[src/rtl/dsp_seq_ctrl_pkg.sv]
// Shared widths, job/state encodings and DSP mode constants for the DSP sequencer.
package dsp_seq_ctrl_pkg;

  localparam int unsigned ADDR_WIDTH    = 5;
  localparam int unsigned ALUMODE_WIDTH = 4;
  localparam int unsigned OPMODE_WIDTH  = 7;
  localparam int unsigned INMODE_WIDTH  = 5;
  localparam int unsigned DRAIN_CYCLES  = 4;
  localparam int unsigned DRAIN_W       = $clog2(DRAIN_CYCLES);

  typedef enum logic [1:0] {
    OP_MUL = 2'd0,
    OP_MAC = 2'd1,
    OP_ADD = 2'd2,
    OP_SUB = 2'd3
  } op_e;

  typedef enum logic [1:0] {
    ST_IDLE,
    ST_RUN,
    ST_DRAIN,
    ST_DONE
  } state_e;

  localparam logic [OPMODE_WIDTH-1:0]  OPMODE_MUL     = 7'h05;
  localparam logic [OPMODE_WIDTH-1:0]  OPMODE_MAC     = 7'h25;
  localparam logic [OPMODE_WIDTH-1:0]  OPMODE_ADDSUB  = 7'h33;
  localparam logic [ALUMODE_WIDTH-1:0] ALUMODE_ADD    = 4'h0;
  localparam logic [ALUMODE_WIDTH-1:0] ALUMODE_SUB    = 4'h3;
  localparam logic [INMODE_WIDTH-1:0]  INMODE_DEFAULT = 5'h00;

  // MAC seeds the accumulator with a plain multiply on its first element.
  function automatic logic [OPMODE_WIDTH-1:0] opmode_for(input op_e op, input logic first_elem);
    logic [OPMODE_WIDTH-1:0] m;
    m = OPMODE_ADDSUB;
    if (op == OP_MUL) m = OPMODE_MUL;
    else if (op == OP_MAC) m = first_elem ? OPMODE_MUL : OPMODE_MAC;
    return m;
  endfunction

endpackage

[src/rtl/dsp_seq_ctrl.sv]
// Job sequencer: walks operand addresses, issues result writes and DSP mode
// controls with write-side timing, then drains the pipeline before signalling done.
module dsp_seq_ctrl
  import dsp_seq_ctrl_pkg::*;
(
  input  logic                     clk_i,
  input  logic                     rst_i,
  input  logic                     start_i,
  input  logic [1:0]               op_sel_i,
  input  logic [ADDR_WIDTH-1:0]    len_i,
  output logic                     busy_o,
  output logic                     done_o,
  output logic                     bram0_en_o,
  output logic [ADDR_WIDTH-1:0]    bram0_r_addr_o,
  output logic                     bram1_web_o,
  output logic [ADDR_WIDTH-1:0]    bram1_w_addr_o,
  output logic [ALUMODE_WIDTH-1:0] alumode_o,
  output logic [OPMODE_WIDTH-1:0]  opmode_o,
  output logic [INMODE_WIDTH-1:0]  inmode_o
);

  state_e                 state_q, state_d;
  op_e                    op_q, op_d;
  logic [ADDR_WIDTH-1:0]  len_q, len_d;
  logic [ADDR_WIDTH-1:0]  cnt_q, cnt_d;
  logic [DRAIN_W-1:0]     drain_q, drain_d;

  always_ff @(posedge clk_i or posedge rst_i) begin
    if (rst_i) begin
      state_q <= ST_IDLE;
      op_q    <= OP_MUL;
      len_q   <= '0;
      cnt_q   <= '0;
      drain_q <= '0;
    end else begin
      state_q <= state_d;
      op_q    <= op_d;
      len_q   <= len_d;
      cnt_q   <= cnt_d;
      drain_q <= drain_d;
    end
  end

  always_comb begin
    state_d        = state_q;
    op_d           = op_q;
    len_d          = len_q;
    cnt_d          = cnt_q;
    drain_d        = drain_q;
    busy_o         = 1'b0;
    done_o         = 1'b0;
    bram0_en_o     = 1'b0;
    bram0_r_addr_o = '0;
    bram1_web_o    = 1'b0;
    bram1_w_addr_o = '0;
    alumode_o      = '0;
    opmode_o       = '0;
    inmode_o       = '0;

    case (state_q)
      ST_IDLE: begin
        if (start_i) begin
          op_d    = op_e'(op_sel_i);
          len_d   = len_i;
          cnt_d   = '0;
          state_d = ST_RUN;
        end
      end
      ST_RUN: begin
        busy_o         = 1'b1;
        bram0_en_o     = 1'b1;
        bram0_r_addr_o = cnt_q;
        opmode_o       = opmode_for(op_q, cnt_q == '0);
        alumode_o      = (op_q == OP_SUB) ? ALUMODE_SUB : ALUMODE_ADD;
        inmode_o       = INMODE_DEFAULT;
        if (op_q == OP_MAC) begin
          bram1_web_o    = (cnt_q == len_q);
          bram1_w_addr_o = '0;
        end else begin
          bram1_web_o    = 1'b1;
          bram1_w_addr_o = cnt_q;
        end
        cnt_d = cnt_q + 1'b1;
        // Counter is cleared on exit, so len=31 never wraps onto a live address.
        if (cnt_q == len_q) begin
          cnt_d   = '0;
          drain_d = '0;
          state_d = ST_DRAIN;
        end
      end
      ST_DRAIN: begin
        busy_o  = 1'b1;
        drain_d = drain_q + 1'b1;
        if (drain_q == DRAIN_W'(DRAIN_CYCLES - 1)) state_d = ST_DONE;
      end
      ST_DONE: begin
        done_o  = 1'b1;
        state_d = ST_IDLE;
      end
      default: state_d = ST_IDLE;
    endcase
  end

endmodule

[config.mk]
export PLATFORM = sky130hd
export DESIGN_NAME = dsp_seq_ctrl
export DESIGN_NICKNAME = d
export VERILOG_FILES = /design/src/rtl/dsp_seq_ctrl_pkg.sv /design/src/rtl/dsp_seq_ctrl.sv
export SDC_FILE = /design/constraint.sdc
export NUM_CORES = 1
export LEC_CHECK = 0
export ABC_AREA = 1
export CORE_MARGIN = 2
export CORE_UTILIZATION = 44
export CTS_BUF_LIST = sky130_fd_sc_hd__clkbuf_16
export DETAILED_ROUTE_END_ITERATION = 8
export PLACE_DENSITY = 0.79
export SYNTH_ARGS = -nofsm -noshare
export SYNTH_HDL_FRONTEND = slang
export SYNTH_SLANG_ARGS = --single-unit
[constraint.sdc]
create_clock -name clk_i -period 4.5 [get_ports clk_i]
set_input_delay 0.9 -clock clk_i [delete_from_list [all_inputs] [get_ports clk_i]]
set_output_delay 0.9 -clock clk_i [all_outputs]
set_load 0.05 [all_outputs]
* Yosys cells after proc, flatten, opt, wreduce, memory -nomap -nowiden
Index checks and enable logic that the tools add are counted.
** Operators by class
- Add/sub/neg operators :: 2
- Equal/unequal tests :: 10
- Reductions and logical operators :: 10
- Mux-type cells :: 23
** Operators with widths (count)
- 5-bit two-way mux :: 5
- 6-bit two-way mux :: 4
- 2-bit two-way mux :: 6
- 5-bit one-hot mux with 2 select lines :: 1
- 2-bit equality test, second input constant :: 4
- 2-bit one-hot mux with 4 select lines :: 1
- 2-bit != test, second input constant :: 3
- 2-bit AND reduction :: 3
- 5-bit by 1-bit adder with 5-bit output, second input constant :: 1
- 5-bit equality test :: 1
- 5-bit logical NOT :: 1
- 1-bit two-way mux :: 5
- 2-bit by 1-bit equality test with 1-bit output, second input constant :: 2
- 2-bit logical NOT :: 2
- 2-bit one-hot mux with 2 select lines :: 1
- 2-bit nonzero test :: 2
- 3-bit AND reduction :: 1
- 2-bit by 1-bit adder with 2-bit output, second input constant :: 1
- 2-bit OR reduction :: 1
** Word-level totals
- Output and inout port bits :: 30
- Input bits :: 10
- Word-level logic and storage cells :: 50
- Bits in registers :: 16

* Longest topological paths before layout
Gate-level depths: netlist of the first run.
- Depth after elaboration :: 5
- Mapped depth :: 10
- Depth with buffers taken out :: 9

* Worst setup path before layout of the first run
OpenSTA, ideal clock, no wires.
- Path kind :: register to output
- From :: reg state_q[1]
- To :: out alumode_o[1]
- Arrival :: 2291 ps
- Setup slack :: 1309 ps
- Required time :: 3600 ps
- Buffers on the path :: 2
- Stages on the path, launching flop included :: 7
- Path through :: dfrtp_1 -> inv_1 -> ha_1 -> buf_4 -> inv_2 -> nor2_1 -> buf_4
** Between the ends
- Cells in the longest elaborated chain, start to end :: 2
** RTL lines
- start, declared :: RTL line dsp_seq_ctrl.sv:22 : state_e state_q, state_d;
- start signal, assigned :: RTL line dsp_seq_ctrl.sv:36 : state_q <= state_d;
- 2-bit by 1-bit equality test with 1-bit output :: RTL line dsp_seq_ctrl.sv:60 : case (state_q)
- 2-bit two-way mux :: RTL line dsp_seq_ctrl.sv:60
- end, declared :: RTL line dsp_seq_ctrl.sv:17 : output logic [ALUMODE_WIDTH-1:0] alumode_o,
Every way passes these cells.

* Final worst setup path of the first run
Same ends and word-level chain as after synthesis.

==> impl_metrics.csv, run 1 <==
group,metric,value,unit
worst_setup_path,critPathKind,"flop to output port",
routing,drtIter0Drc,15,
die,io_pins,40,
job,drv_cap,0,
power,ir_worst_vdd,0.616,mV
routing,drc,0,
global_route,overflow,0,
global_route,grt_pass1_wl,3870,um
logic_synthesis,avgSynthCellArea,7.29,sq um
timing,setup-violations-final,0,
power,power-per-cell-area,730,nW/um^2
hold_path,holdPathStages,2,
cts,postCtsHoldBufs,0,
cts,clk_latency,0.25,ns
cts,clkTransAtPathRegs,0.05,ns
power,total_power,1.06,mW
global_route,grt_use_total,0.182,
timing,fin_crit_sh,0.705,
worst_setup_path,path_max_fanout,11,
worst_setup_path,slowest_stage,"clkdlybuf4s50_1",
routing,ant_nets,0,
logic_synthesis,synth_cells,154,
worst_setup_path,slowest_delay,0.83,ns
die,die_h,54.5,um
outcome,outcome,"finished, final reports clean",
final_layout,seq_area,400,sq um
logic_synthesis,ys_warn_count,0,
logic_synthesis,synth_edf_count,0,
worst_setup_path,rr_endpoint,"cnt_q[3]",
die,core,2450,sq um
timing,timing.fmax,0.315,GHz
place,port_buffers,30,
final_layout,nets,199,
logic_synthesis,yosysSeqAreaShare,0.357,
logic_synthesis,synth_cell_types,24,
worst_setup_path,r2r_cells,7,
global_route,grt_max_degree,17,
routing,vias,983,
hold_path,hold_class,"flop to flop",
logic_synthesis,async_flop_share,1.00,
hold_path,hold_path_end,"drain_q[1]",
worst_setup_path,r2r_start,"state_q[1]",
place,place_congestion,0.797,
cts,cts_made_buffers,3,
timing,maxSlewViolCount,0,
place,place_hpwl,1810,um
die,rows,18,
timing,clock_skew,0.00395,ns
worst_setup_path,critPathRequiredTime,3.60,ns
timing,slew_headroom,0.585,
cts,cts_sinks,16,
final_layout,syn_to_final_growth,29.7,%
logic_synthesis,synthFlopType,"dfrtp_1",
global_route,grt_pass1_vias,914,
timing,rsz0062_at_grt,"no",
routing,vias_per_cell,4.66,
global_route,antenna_found_initial,0,
worst_setup_path,worstPathCellList,"inv_1 -> ha_1 -> inv_2 -> nor2_1 -> clkdlybuf4s50_1",
timing,worst_pin_slew,0.622,ns
die,initial_utilization,0.457,
logic_synthesis,ys_ff_latch,16,
power,p_leak,0.783,nW
logic_synthesis,syn_area,1120,sq um
cts,cts_max_path_buffers,2,
die,die_w,54.5,um
worst_setup_path,critPathCaptureType,"output port",
timing,layout_min_cycle_time,3.17,ns
hold_path,hold_start,"drain_q[1]",
worst_setup_path,regToRegSetupSlack,2.75,ns
worst_setup_path,crit_arrival,2.27,ns
cts,cts_setup_buffers,0,
final_layout,final_common_cell,"nand2_1",
final_layout,layout-drive-gt1-share,0.0663,
die,die_area,2970,sq um
final_layout,final_cell_mix,"nand2_1 (50), clkdlybuf4s50_1 (30), inv_1 (22), dfrtp_1 (16), nor2_1 (12)",
cts,cts_max_level,1,
timing,hold_viol_final,0,
final_layout,n_fill_cell,238,
timing,tns,0,ns
routing,first_pass_iters,4,
routing,wl_per_cell,11.1,um
routing,drt-total-wl,2340,um
final_layout,diodes,0,
worst_setup_path,start_kind,"flop",
cts,clockRootBuffer,"clkbuf_16",
cts,cts_resized,0,
final_layout,multi_input_area,544,sq um
cts,cts_tree,"done",
## state kept, by name, summed over array words and instances, names as in the netlist
register	count
state_q	2
len_q	5
cnt_q	5
op_q	2
drain_q	2
## cells by family after synthesis
kind of cell / share of synthesized area
buffers and inverters: 0.185
other: 0.00334
AND/OR/NAND/NOR: 0.274
AO/OA/AOI/OAI: 0.0714
flip-flops: 0.357
adder cells (fa/ha/maj): 0.0780
XOR/XNOR: 0.0312
## layer usage
metal	part of all wire	GRT usage	vias to the layer above
met5	0	0	-
met4	0	0.0625	0
met3	0.034	0.0410	0
met2	0.53	0.341	24
met1	0.43	0.199	459
li1	-	-	500
## layout make-up
type                    count  share of cell area
inverters                  25              0.0645
clock buffers               3              0.0516
flip-flops and latches     16               0.275
clock inverters             1             0.00258
repair buffers             30               0.206
well taps                  30              0.0258
multi-input cells         106               0.374
## worst max-delay path by stage
stage,from,to,cells past startpoint
after global routing,state_q[1],bram1_w_addr_o[0],5
after floorplan,state_q[1],alumode_o[1],6
after global placement,state_q[1],alumode_o[1],5
after CTS,state_q[1],alumode_o[1],5
after detailed placement,state_q[1],alumode_o[1],5
final,state_q[1],alumode_o[1],5
## power by group
| part | internal (mW) | switching [mW] | total (mW) |
|---|---|---|---|
| registers | 0.200 | 0.0470 | 0.247 |
| logic | 0.199 | 0.442 | 0.641 |
| clock network | 0.118 | 0.0562 | 0.174 |
## worst max-delay path, delay by kind of cell, from the launching register on
| kind | cells | cell delay, ns |
|---|---|---|
| and+or+nand+nor | 1 | 0.17 |
| DFF | 1 | 0.41 |
| adders and majority gates | 1 | 0.41 |
| buffers and inverters | 3 | 1.04 |
## synthesized netlist by cell type, types with 3 or more instances
library cell  count  share of area
buf_4            13          0.087
nor2_1           12          0.040
nand3_1           5          0.022
dfrtp_1          16           0.36
xor2_1            3          0.023
ha_1              7          0.078
o21ai_0           6          0.027
a21oi_1           4          0.018
inv_2             3          0.010
inv_1            22          0.074
nand2_1          50           0.17
## per-stage QoR
step	util	cell area [sq um]	hold slack, ns	setup slack, ns	instances
detailed placement	0.561	1380	0.479	1.60	207
finish	0.593	1460	0.491	1.33	211
global route	0.593	1460	0.513	1.21	211
floorplan	-	1150	0.446	1.31	162
global placement	0.561	1380	0.461	1.67	207
CTS	0.593	1460	0.491	1.32	211
Note: power is estimated with default switching activity, not from simulation.
==> inputs of run 2 (changes only) <==
- clock period: 4.5 -> 3.15 ns (I/O delays scaled with it)
==> impl_metrics.csv, run 2 (same netlist as run 1, synthesis figures left out) <==
group,metric,value,unit
global_route,antenna_found_initial,0,
timing,clock_skew,0.00166,ns
place,place_ws,0.514,ns
cts,cts_sinks,16,
worst_setup_path,crit_arrival,2.27,ns
outcome,outcome,"finished, final reports clean",
final_layout,fin_util,0.593,
die,initial_utilization,0.457,
place,port_buffers,30,
timing,layout_min_cycle_time,2.90,ns
final_layout,final_common_cell,"nand2_1",
timing,hold_viol_final,0,
final_layout,top_regs,"cnt_q: 5 flops, len_q: 5 flops",
cts,cts_resized,0,
worst_setup_path,start_kind,"flop",
place,place_congestion,0.797,
worst_setup_path,critPathKind,"flop to output port",
timing,maxSlewViolCount,0,
timing,timing.fmax,0.345,GHz
die,io_pins,40,
worst_setup_path,critPathCaptureType,"output port",
cts,cts_made_buffers,3,
cts,clkTransAtPathRegs,0.05,ns
global_route,overflow,0,
power,ir_worst_vdd,0.970,mV
routing,vias_per_cell,4.71,
global_route,grt_max_degree,17,
worst_setup_path,path_buf_inv,3,
routing,wl_per_cell,11.4,um
die,die_w,54.5,um
power,power-per-cell-area,1040,nW/um^2
routing,ant_nets,0,
cts,clk_latency,0.25,ns
worst_setup_path,worstPathCellList,"inv_1 -> ha_1 -> inv_2 -> nor2_1 -> clkdlybuf4s50_1",
routing,drt-total-wl,2400,um
timing,finalWorstSetupSlack,0.250,ns
worst_setup_path,slowest_delay,0.83,ns
die,core,2450,sq um
die,die_h,54.5,um
die,die_area,2970,sq um
final_layout,diodes,0,
worst_setup_path,critPathTopFamily,"buffers and inverters",
job,drv_cap,0,
place,place_hpwl,1840,um
timing,hold_ws,0.492,ns
timing,slew_headroom,0.577,
final_layout,syn_to_final_growth,29.7,%
worst_setup_path,critPathRequiredTime,2.52,ns
hold_path,hold_class,"flop to flop",
timing,setup-violations-final,0,
cts,cts_max_level,1,
cts,postCtsHoldBufs,0,
timing,rsz0062_at_grt,"no",
timing,worst_pin_slew,0.633,ns
final_layout,nets,199,
global_route,grt_use_total,0.182,
timing,tns,0,ns
final_layout,final_cell_mix,"nand2_1 (50), clkdlybuf4s50_1 (30), inv_1 (22), dfrtp_1 (16), nor2_1 (12)",
worst_setup_path,slowest_stage,"clkdlybuf4s50_1",
cts,cts_tree,"done",
cts,cts_max_path_buffers,2,
routing,first_pass_iters,4,
worst_setup_path,path_max_fanout,11,
final_layout,n_fill_cell,229,
routing,vias,993,
power,p_leak,0.783,nW
cts,clockRootBuffer,"clkbuf_16",
cts,cts_setup_buffers,0,
timing,fin_crit_sh,0.921,
routing,drc,0,
routing,drtIter0Drc,18,
global_route,grt_pass1_wl,3870,um
global_route,grt_pass1_vias,953,
final_layout,layout-drive-gt1-share,0.0663,
die,rows,18,
[run 2: cell counts in the layout (fill, tap and decap cells not counted)]
No cell type changed its count.
[run 2: cell type report]
class | count | area [sq um] | area share
Sequential cell | 16 | 400 | 0.275
Multi-Input combinational cell | 106 | 544 | 0.374
Timing Repair Buffer | 30 | 300 | 0.206
Inverter | 25 | 93.8 | 0.0645
Clock buffer | 3 | 75.1 | 0.0516
Clock inverter | 1 | 3.75 | 0.00258
Tap cell | 30 | 37.5 | 0.0258
[run 2: routing by layer]
metal	vias to the layer above	part of all wire	global-route usage
met4	0	0.0096	0.0625
met2	27	0.54	0.355
met5	-	0	0
met1	464	0.42	0.187
met3	5	0.038	0.0410
li1	497	-	-
[run 2: path summary, 6_finish.rpt]
path	startpoint	endpoint	slack, ns	cells after the start
setup / recovery	state_q[1]	alumode_o[1]	0.25	5
hold / removal	drain_q[1]	drain_q[1]	0.49	2
setup reg to reg	state_q[1]	cnt_q[3]	1.39	7
hold reg to reg	drain_q[1]	drain_q[1]	0.49	2
max in group asynchronous	rst_i	op_q[0]	1.97	2
min in group asynchronous	rst_i	drain_q[1]	0.77	2
[run 2: per-stage QoR]
| stage | cells | power [mW] | cell area, sq um |
|---|---|---|---|
| after floorplan | 162 | 1.08 | 1150 |
| after global placement | 207 | 1.24 | 1380 |
| after detailed placement | 207 | 1.27 | 1380 |
| after CTS | 211 | 1.53 | 1460 |
| after global routing | 211 | 1.63 | 1460 |
| final | 211 | 1.52 | 1460 |
[run 2: worst min-delay path, stage by stage (launching register included)]
cell and delay, ns:
dfrtp_1 0.35, nand2_1 0.06, nand2_1 0.05
[run 2: report_power, final]
group          internal (mW)  switching [mW]
clock                  0.168          0.0798
sequential             0.285          0.0678
combinational          0.284           0.630
total                  0.738           0.778
